### src/rtl/regfile_wb_arbiter.sv
// Round-robin writeback arbiter for the integer register file's single write port.
// One registered output stage drives the register file; pending_o lets decode stall on in-flight destinations.
module regfile_wb_arbiter #(
  parameter int NUM_REQ   = 3,
  parameter int REG_WIDTH = 64
) (
  input  logic                           clk_sys_i,
  input  logic                           rst_i,
  input  logic                           stall_i,
  input  logic [NUM_REQ-1:0]             req_valid_i,
  input  logic [NUM_REQ*5-1:0]           req_rd_i,
  input  logic [NUM_REQ*REG_WIDTH-1:0]   req_data_i,
  output logic [NUM_REQ-1:0]             req_ready_o,
  output logic [4:0]                     rd_addr_o,
  output logic                           rd_wen_o,
  output logic [REG_WIDTH-1:0]           result_o,
  output logic [31:0]                    pending_o
);

  localparam int          PW   = (NUM_REQ > 1) ? $clog2(NUM_REQ) : 1;
  localparam logic [PW:0] NREQ = (PW+1)'(NUM_REQ);

  logic [4:0]           rd_arr   [NUM_REQ];
  logic [REG_WIDTH-1:0] data_arr [NUM_REQ];
  logic [31:0]          pend_arr [NUM_REQ];

  logic [PW-1:0]        ptr_q, ptr_d;
  logic                 wen_q, wen_d;
  logic [4:0]           addr_q, addr_d;
  logic [REG_WIDTH-1:0] result_q, result_d;

  logic                 grant_any;
  logic [PW-1:0]        grant_idx;
  logic [PW:0]          cand_ext;
  logic [4:0]           sel_rd;
  logic [REG_WIDTH-1:0] sel_data;
  logic [31:0]          pend_all;

  genvar gi;
  generate
    for (gi = 0; gi < NUM_REQ; gi++) begin : g_unpack
      assign rd_arr[gi]   = req_rd_i[5*gi +: 5];
      assign data_arr[gi] = req_data_i[REG_WIDTH*gi +: REG_WIDTH];
      assign pend_arr[gi] = req_valid_i[gi] ? (32'd1 << rd_arr[gi]) : 32'd0;
    end
  endgenerate

  // Scan starting at ptr_q, wrapping modulo NUM_REQ; first valid requester wins.
  always_comb begin
    grant_any = 1'b0;
    grant_idx = '0;
    cand_ext  = '0;
    for (int i = 0; i < NUM_REQ; i++) begin
      cand_ext = {1'b0, ptr_q} + (PW+1)'(i);
      if (cand_ext >= NREQ) cand_ext = cand_ext - NREQ;
      if (!grant_any && req_valid_i[cand_ext[PW-1:0]]) begin
        grant_any = 1'b1;
        grant_idx = cand_ext[PW-1:0];
      end
    end
    if (stall_i || rst_i) grant_any = 1'b0;
  end

  always_comb begin
    req_ready_o = '0;
    if (grant_any) req_ready_o[grant_idx] = 1'b1;
  end

  assign sel_rd   = rd_arr[grant_idx];
  assign sel_data = data_arr[grant_idx];

  // A grant to x0 still consumes the slot but must not reach the register file.
  always_comb begin
    ptr_d    = ptr_q;
    wen_d    = 1'b0;
    addr_d   = addr_q;
    result_d = result_q;
    if (grant_any) begin
      ptr_d = (grant_idx == PW'(NUM_REQ-1)) ? '0 : grant_idx + 1'b1;
      if (sel_rd != 5'd0) begin
        wen_d    = 1'b1;
        addr_d   = sel_rd;
        result_d = sel_data;
      end else begin
        addr_d   = 5'd0;
        result_d = '0;
      end
    end
  end

  always_ff @(posedge clk_sys_i) begin
    if (rst_i) begin
      ptr_q    <= '0;
      wen_q    <= 1'b0;
      addr_q   <= 5'd0;
      result_q <= '0;
    end else begin
      ptr_q    <= ptr_d;
      wen_q    <= wen_d;
      addr_q   <= addr_d;
      result_q <= result_d;
    end
  end

  always_comb begin
    pend_all = 32'd0;
    for (int k = 0; k < NUM_REQ; k++) pend_all = pend_all | pend_arr[k];
    if (wen_q) pend_all[addr_q] = 1'b1;
    pend_all[0] = 1'b0;
  end

  assign pending_o = pend_all;
  assign rd_wen_o  = wen_q;
  assign rd_addr_o = addr_q;
  assign result_o  = result_q;

endmodule
### config.mk
export PLATFORM = sky130hd
export DESIGN_NAME = regfile_wb_arbiter
export DESIGN_NICKNAME = d
export VERILOG_FILES = /design/src/rtl/regfile_wb_arbiter.sv
export SDC_FILE = /design/constraint.sdc
export NUM_CORES = 1
export LEC_CHECK = 0
export ABC_AREA = 1
export CAP_MARGIN = 15
export CELL_PAD_IN_SITES_DETAIL_PLACEMENT = 1
export CELL_PAD_IN_SITES_GLOBAL_PLACEMENT = 2
export CORE_MARGIN = 2
export CORE_UTILIZATION = 21
export DETAILED_ROUTE_END_ITERATION = 10
export GPL_ROUTABILITY_DRIVEN = 1
export PLACE_DENSITY_LB_ADDON = 0.2
export RECOVER_POWER = 50
export SLEW_MARGIN = 10
export SYNTH_ARGS = -nofsm -noshare
export SYNTH_HDL_FRONTEND = slang
export SYNTH_SLANG_ARGS = --single-unit
### constraint.sdc
create_clock -name clk_sys_i -period 6.9 [get_ports clk_sys_i]
set_input_delay 1.035 -clock clk_sys_i [delete_from_list [all_inputs] [get_ports clk_sys_i]]
set_output_delay 1.035 -clock clk_sys_i [all_outputs]
set_load 0.02 [all_outputs]
== Word-level counts from Yosys, hierarchy flattened ==
Index checks and enable logic that the tools add are counted.
W data, S select, Z words.

* Add/subtract/negate cells: 6
* Order comparisons: 11
* Equality and inequality tests: 1
* Shift-type cells: 3
* Muxes and demuxes: 35
* Bitwise logic cells: 5
* Reduce and logical (&&, ||, !) cells: 9

{| class="wikitable"
|+ Operators by type and width
! operator !! number
|-
| $mux W64 || 3
|-
| $bmux W64 S2 || 1
|-
| $mux W32 || 4
|-
| $or A32 B32 Y32 || 3
|-
| $shl A1 B5 Y32 const A || 3
|-
| $mux W5 || 3
|-
| $mux W2 || 7
|-
| $lt A2 B3 Y1 const B || 4
|-
| $bmux W5 S2 || 1
|-
| $mux W1 || 10
|-
| $bmux W1 S2 || 3
|-
| $ge A3 B2 Y1 const B || 2
|-
| $lt A5 B6 Y1 const B || 1
|-
| $sub A2 B2 Y2 const B || 3
|-
| $demux W1 S5 || 1
|-
| $ge A5 B1 Y1 const B || 1
|-
| $reduce_bool A5 Y1 || 1
|-
| $logic_and A1 B1 Y1 || 4
|-
| $add A2 B1 Y3 const B || 1
|-
| $add A2 B2 Y3 const B || 1
|-
| $ge A3 B3 Y1 const B || 1
|-
| $mux W3 || 1
|-
| $not A2 Y3 || 1
|-
| $add A2 B1 Y2 const B || 1
|-
| other kinds (8) || 9
|}

* Flip-flop bits (word level): 72
* Input port bits: 213
* Logic and storage cells: 74

== Longest topological paths before layout ==
* Depth in word-level cells: 17
* Gate-level depth with buffers: 19

== Least setup slack after synthesis ==
OpenSTA, ideal clock, no wires.

* Kind: input to output
* Start: input port req_valid_i[1]
* End: output port req_ready_o[2]
* Arrival time: 2302 ps
* Required time: 5865 ps
* Path slack: 3563 ps
* Stages on the path: 11
* Path buffers: 3
* Cells stage by stage: inv_1 -> nand2_1 -> nand3_1 -> nand2_1 -> nand3_2 -> nor2_1 -> nor2_2 -> buf_6 -> buf_2 -> buf_2 -> nor2_1

* Word-level cells in the longest chain between the ends: 14

{| class="wikitable"
|+ RTL lines
! element !! RTL line !! source
|-
| start: declaration || 10 || <nowiki>input logic [NUM_REQ-1:0] req_valid_i,</nowiki>
|-
| $bmux W1 S2 || 56 || <nowiki>if (!grant_any && req_valid_i[cand_ext[PW-1:0]]) begin</nowiki>
|-
| $mux W1 (not written as such) || 56 ||
|-
| $mux W1 || 56 ||
|-
| $logic_not A1 Y1 || 56 ||
|-
| $logic_and A1 B1 Y1 || 56 ||
|-
| $mux W1 || 56 ||
|-
| $logic_not A1 Y1 || 56 ||
|-
| $logic_and A1 B1 Y1 || 56 ||
|-
| $mux W2 || 56 ||
|-
| $lt A2 B3 Y1 (not written as such) / $ge A2 B1 Y1 (equally long branches) || 66 || <nowiki>if (grant_any) req_ready_o[grant_idx] = 1'b1;</nowiki>
|-
| $logic_and A1 B1 Y1 (not written as such) || 66 ||
|-
| $mux W1 (not written as such) || 66 ||
|-
| $demux W1 S2 || 66 ||
|-
| $mux W3 (*) || 66 ||
|-
| end: declaration || 13 || <nowiki>output logic [NUM_REQ-1:0] req_ready_o,</nowiki>
|}

Mark *: on every way between the ends. The rest lies on a longest branch, timed or not. The select of a mux whose other input is x is not followed.

== Worst setup path after layout ==
* Start: input port req_valid_i[2]
* End: register addr_q[1] (netlist: rd_addr_o[1])

* Word-level cells in the longest chain between the ends: 15

{| class="wikitable"
|+ RTL lines
! element !! RTL line !! source
|-
| $bmux W1 S2 || 56 ||
|-
| $mux W1 (not written as such) || 56 ||
|-
| $mux W1 || 56 ||
|-
| $logic_not A1 Y1 || 56 ||
|-
| $logic_and A1 B1 Y1 || 56 ||
|-
| $mux W1 || 56 ||
|-
| $logic_not A1 Y1 || 56 ||
|-
| $logic_and A1 B1 Y1 || 56 ||
|-
| $mux W2 || 56 ||
|-
| $not A2 Y3 (not written as such) || 69 || <nowiki>assign sel_rd = rd_arr[grant_idx];</nowiki>
|-
| $bmux W5 S2 || 69 ||
|-
| $mux W5 (not written as such) (2 in series) || 69 ||
|-
| $reduce_bool A5 Y1 || 80 || <nowiki>if (sel_rd != 5'd0) begin</nowiki>
|-
| $mux W5 || 80 ||
|-
| end signal: assignment || 100 || <nowiki>addr_q <= addr_d;</nowiki>
|-
| end: declaration || 29 || <nowiki>logic [4:0] addr_q, addr_d;</nowiki>
|}

Parallel ways exist; a longest one is shown, timed or not. The select of a mux whose other input is x is not followed.
A chain may end at the register's enable or synchronous reset.

==> summary.txt <==
Pwr
  – PwrDens: about 380 nW/um^2
  – Leak: 3.59 nW
  – Maximum VDD drop: approximately 190 uV

Timing
  – Maximum clock rate: 0.184 GHz
  – Fin. Hold Viols: 0
  – Tightest Pin Transition: approximately 3.4 ns
  – Slew Limit Fails: 77
  – Clk_skew: between 0.01 and 0.015 ns
  – Tmin final: around 5.4 ns
  – Period utilization: 0.789
  – WHS: 0.463 ns
  – Finish-stage setup viols: 0
  – RSZ-0062 raised after global routing: no
  – Final setup margin: 1.46 ns
  – Final setup TNS: 0 ns
  – Slew HR: -1.28

CTS
  – Worst-Skew Late Latency: about 0.34 ns
  – Clock-pin slew on the worst setup and hold paths: 0.06 ns
  – CTS Hold Bufs: 0
  – Num CTS Buffers: 9
  – CTS H-tree depth: 3
  – CTS tree: built
  – Post-cts resize count: 0
  – # clock sinks: 72
  – Bufs on Longest Clock Path: 2
  – Root Buffer: clkbuf_16
  – # Post-CTS Setup Buffers: 0

Cells and area
  – Nets@finish: 1371
  – Multi-input gate area: approximately 3800 um^2
  – Register area: 1440 um^2
  – Fraction of layout cells with a size suffix above 1: 0.117
  – Fill count: between 3k and 4k
  – Non-Filler Instances: 1539
  – Layout area overhead: 61.4%

Drt
  – Antenna-violating nets left: 0
  – DR DRC count: 0
  – Routed via count: 7267
  – 1st-pass router iterations: 6
  – Initial drt markers: 460
  – Per-cell routed wire length: 19.2 um
  – Vias per cell: 4.72
  – Final WL: 29600 um

Worst hold path
  – Min-delay src: result_o[14]$_SDFFE_PP0P_
  – HP Class: reg -> reg

GRT
  – Number of global-route vias before repair: 7552
  – Global-route wire length before repair: around 45000 um
  – Largest net degree at the start of global routing: 77
  – GR Overflow Total: 0
  – Total GRT Usage: 0.198
  – Initial antenna violation count: 2

Floorplanning
  – Core area: 27600 um^2
  – Num rows: 61
  – Initial Util: 0.212
  – Die W: between 150 and 200 um
  – Die area: a little under 30000 um^2
  – Die Y: 171 um
  – I/O pin count: 318

Synthesis
  – Synthesized cell area: around 5800 um^2
  – Synth warnings: 0
  – Net Count, Synth: 1104
  – Syn Inst Count: 887
  – Seq/Total Area, Yosys: 0.246
  – Post-synth cell types: 35
  – Flops & latches, synth: approximately 70
  – Mean post-synth cell area: 6.59 um^2

Placed design
  – Post-detail-place hpwl: 22500 um
  – Setup WS pre-CTS: 1.90 ns
  – Count of input and output buffers: 316
  – GP Congestion: approximately 0.86
  – Placed Instances: 1521

Outcome
  – Status: finished with violations
  – Failing checks: capacitance limit, slew limit

Critical path
  – WP data required: between 7 and 8 ns
  – Reg2reg start: ptr_q[0]$_SDFFE_PP0P_
  – CP startpoint: req_valid_i[2]
  – Kind of critical path: in -> reg
  – Startpoint type of the worst setup path: input port
  – CP arrival: 5.64 ns
  – Crit. End Element: register
  – Max FO, Critical Path: 76

Flow run
  – Max-cap viol count: 1
==> cell families after synthesis <==
family,count (synthesis),synth area share
AND/OR/NAND/NOR,530,0.443
AO/OA/AOI/OAI,153,0.194
adder cells (fa/ha/maj),4,0.00856
other,1,0.000641
buffers and inverters,127,0.107
flip-flops,72,0.246
==> power breakdown <==
part | switching (mW) | leakage [nW] | internal (mW) | total [mW]
clock network | 0.198 | 0.121 | 0.244 | 0.443
registers | 0.0973 | 0.587 | 0.569 | 0.666
logic | 1.66 | 2.88 | 0.854 | 2.51
total | 1.95 | 3.59 | 1.67 | 3.62
==> cell type report <==
| cell class | instances | area share |
|---|---|---|
| diodes | 2 | 0.000530 |
| multi-input cells | 688 | 0.403 |
| repair buffers | 323 | 0.340 |
| flip-flops and latches | 72 | 0.153 |
| well taps | 378 | 0.0501 |
| inverters | 60 | 0.0239 |
| clock buffers | 10 | 0.0243 |
| clock inverters | 6 | 0.00464 |
==> per-layer routing <==
layer | vias up | track usage | part of all wire
met3 | 20 | 0.0632 | 0.080
met2 | 228 | 0.343 | 0.49
met1 | 3431 | 0.242 | 0.42
met4 | 2 | 0.0354 | 0.011
met5 | - | 0 | 0.00044
li1 | 3586 | - | -
==> cell usage after synthesis <==
library cell / n / area (um^2)
nor4_1: 1 / 6.26
nor2_2: 1 / 6.26
nand4_1: 8 / 50.1
ha_1: 4 / 50.1
nor2_1: 29 / 109
nand2_1: 248 / 931
clkbuf_1: 24 / 90.1
buf_6: 1 / 11.3
conb_1: 1 / 3.75
o21ai_2: 1 / 8.76
inv_2: 5 / 18.8
a32oi_1: 2 / 17.5
a31oi_1: 5 / 31.3
o21ai_1: 1 / 5.00
a22oi_1: 30 / 225
buf_12: 5 / 100
nor3_1: 34 / 170
a221oi_1: 3 / 26.3
buf_4: 2 / 15.0
o2111ai_1: 1 / 8.76
buf_1: 2 / 7.51
o22ai_1: 7 / 43.8
dfxtp_1: 72 / 1440
inv_1: 55 / 206
nand3_1: 153 / 766
nor2_4: 1 / 11.3
o221ai_1: 12 / 105
nand2_2: 2 / 12.5
o21ai_0: 11 / 55.1
buf_8: 1 / 15.0
o31ai_1: 9 / 67.6
buf_2: 32 / 160
a21oi_1: 21 / 105
nand3_2: 53 / 531
a21oi_2: 50 / 438
==> cells in the final DEF (no fill, tap or decap), types with 8 or more instances in the layout <==
master             n
o21ai_0           11
buf_4              8
nor3_1            34
dlygate4sd3_1     81
inv_1             56
nand4_1            8
a22oi_1           30
nor2_1            29
nand2_1          248
clkbuf_16          9
nand3_1          152
nand3_2           52
dfxtp_1           72
o221ai_1          12
a21oi_2           50
a21oi_1           21
clkdlybuf4s50_1  234
o31ai_1            9
==> through the flow <==
stage / power [mW] / util / instance area, um^2
2_1_floorplan: 2.38 / - / 5850
3_3_place_gp: 3.30 / 0.332 / 9160
3_5_place_dp: 3.30 / 0.332 / 9160
4_1_cts: 3.76 / 0.342 / 9440
5_1_grt: 3.95 / 0.342 / 9440
6_report: 3.62 / 0.342 / 9440
==> worst paths after layout <==
| check | end | slack, ns | depth (start not counted) |
|---|---|---|---|
| min reg2reg | result_o[14]$_SDFFE_PP0P_ | 0.46 | 2 |
| max | rd_addr_o[1]$_SDFFE_PP0P_ | 1.46 | 11 |
| min | result_o[14]$_SDFFE_PP0P_ | 0.46 | 2 |
| max reg2reg | rd_addr_o[1]$_SDFFE_PP0P_ | 1.92 | 13 |
==> flip-flops by register name (all words and copies together), names as in the netlist <==
name and cells:
rd_addr_o 5, rd_wen_o 1, result_o 64, ptr_q 2
==> critical path, cell delays in order <==
cell	delay, ns
clkdlybuf4s50_1	0.60
inv_1	0.13
o21ai_1	0.14
nand2_1	0.10
nand2_1	0.09
inv_2	0.04
nand3_1	0.13
nand3_4	0.31
inv_1	2.52
nand2_1	0.35
o31ai_1	0.18
Power figures use the tool's default switching activity.
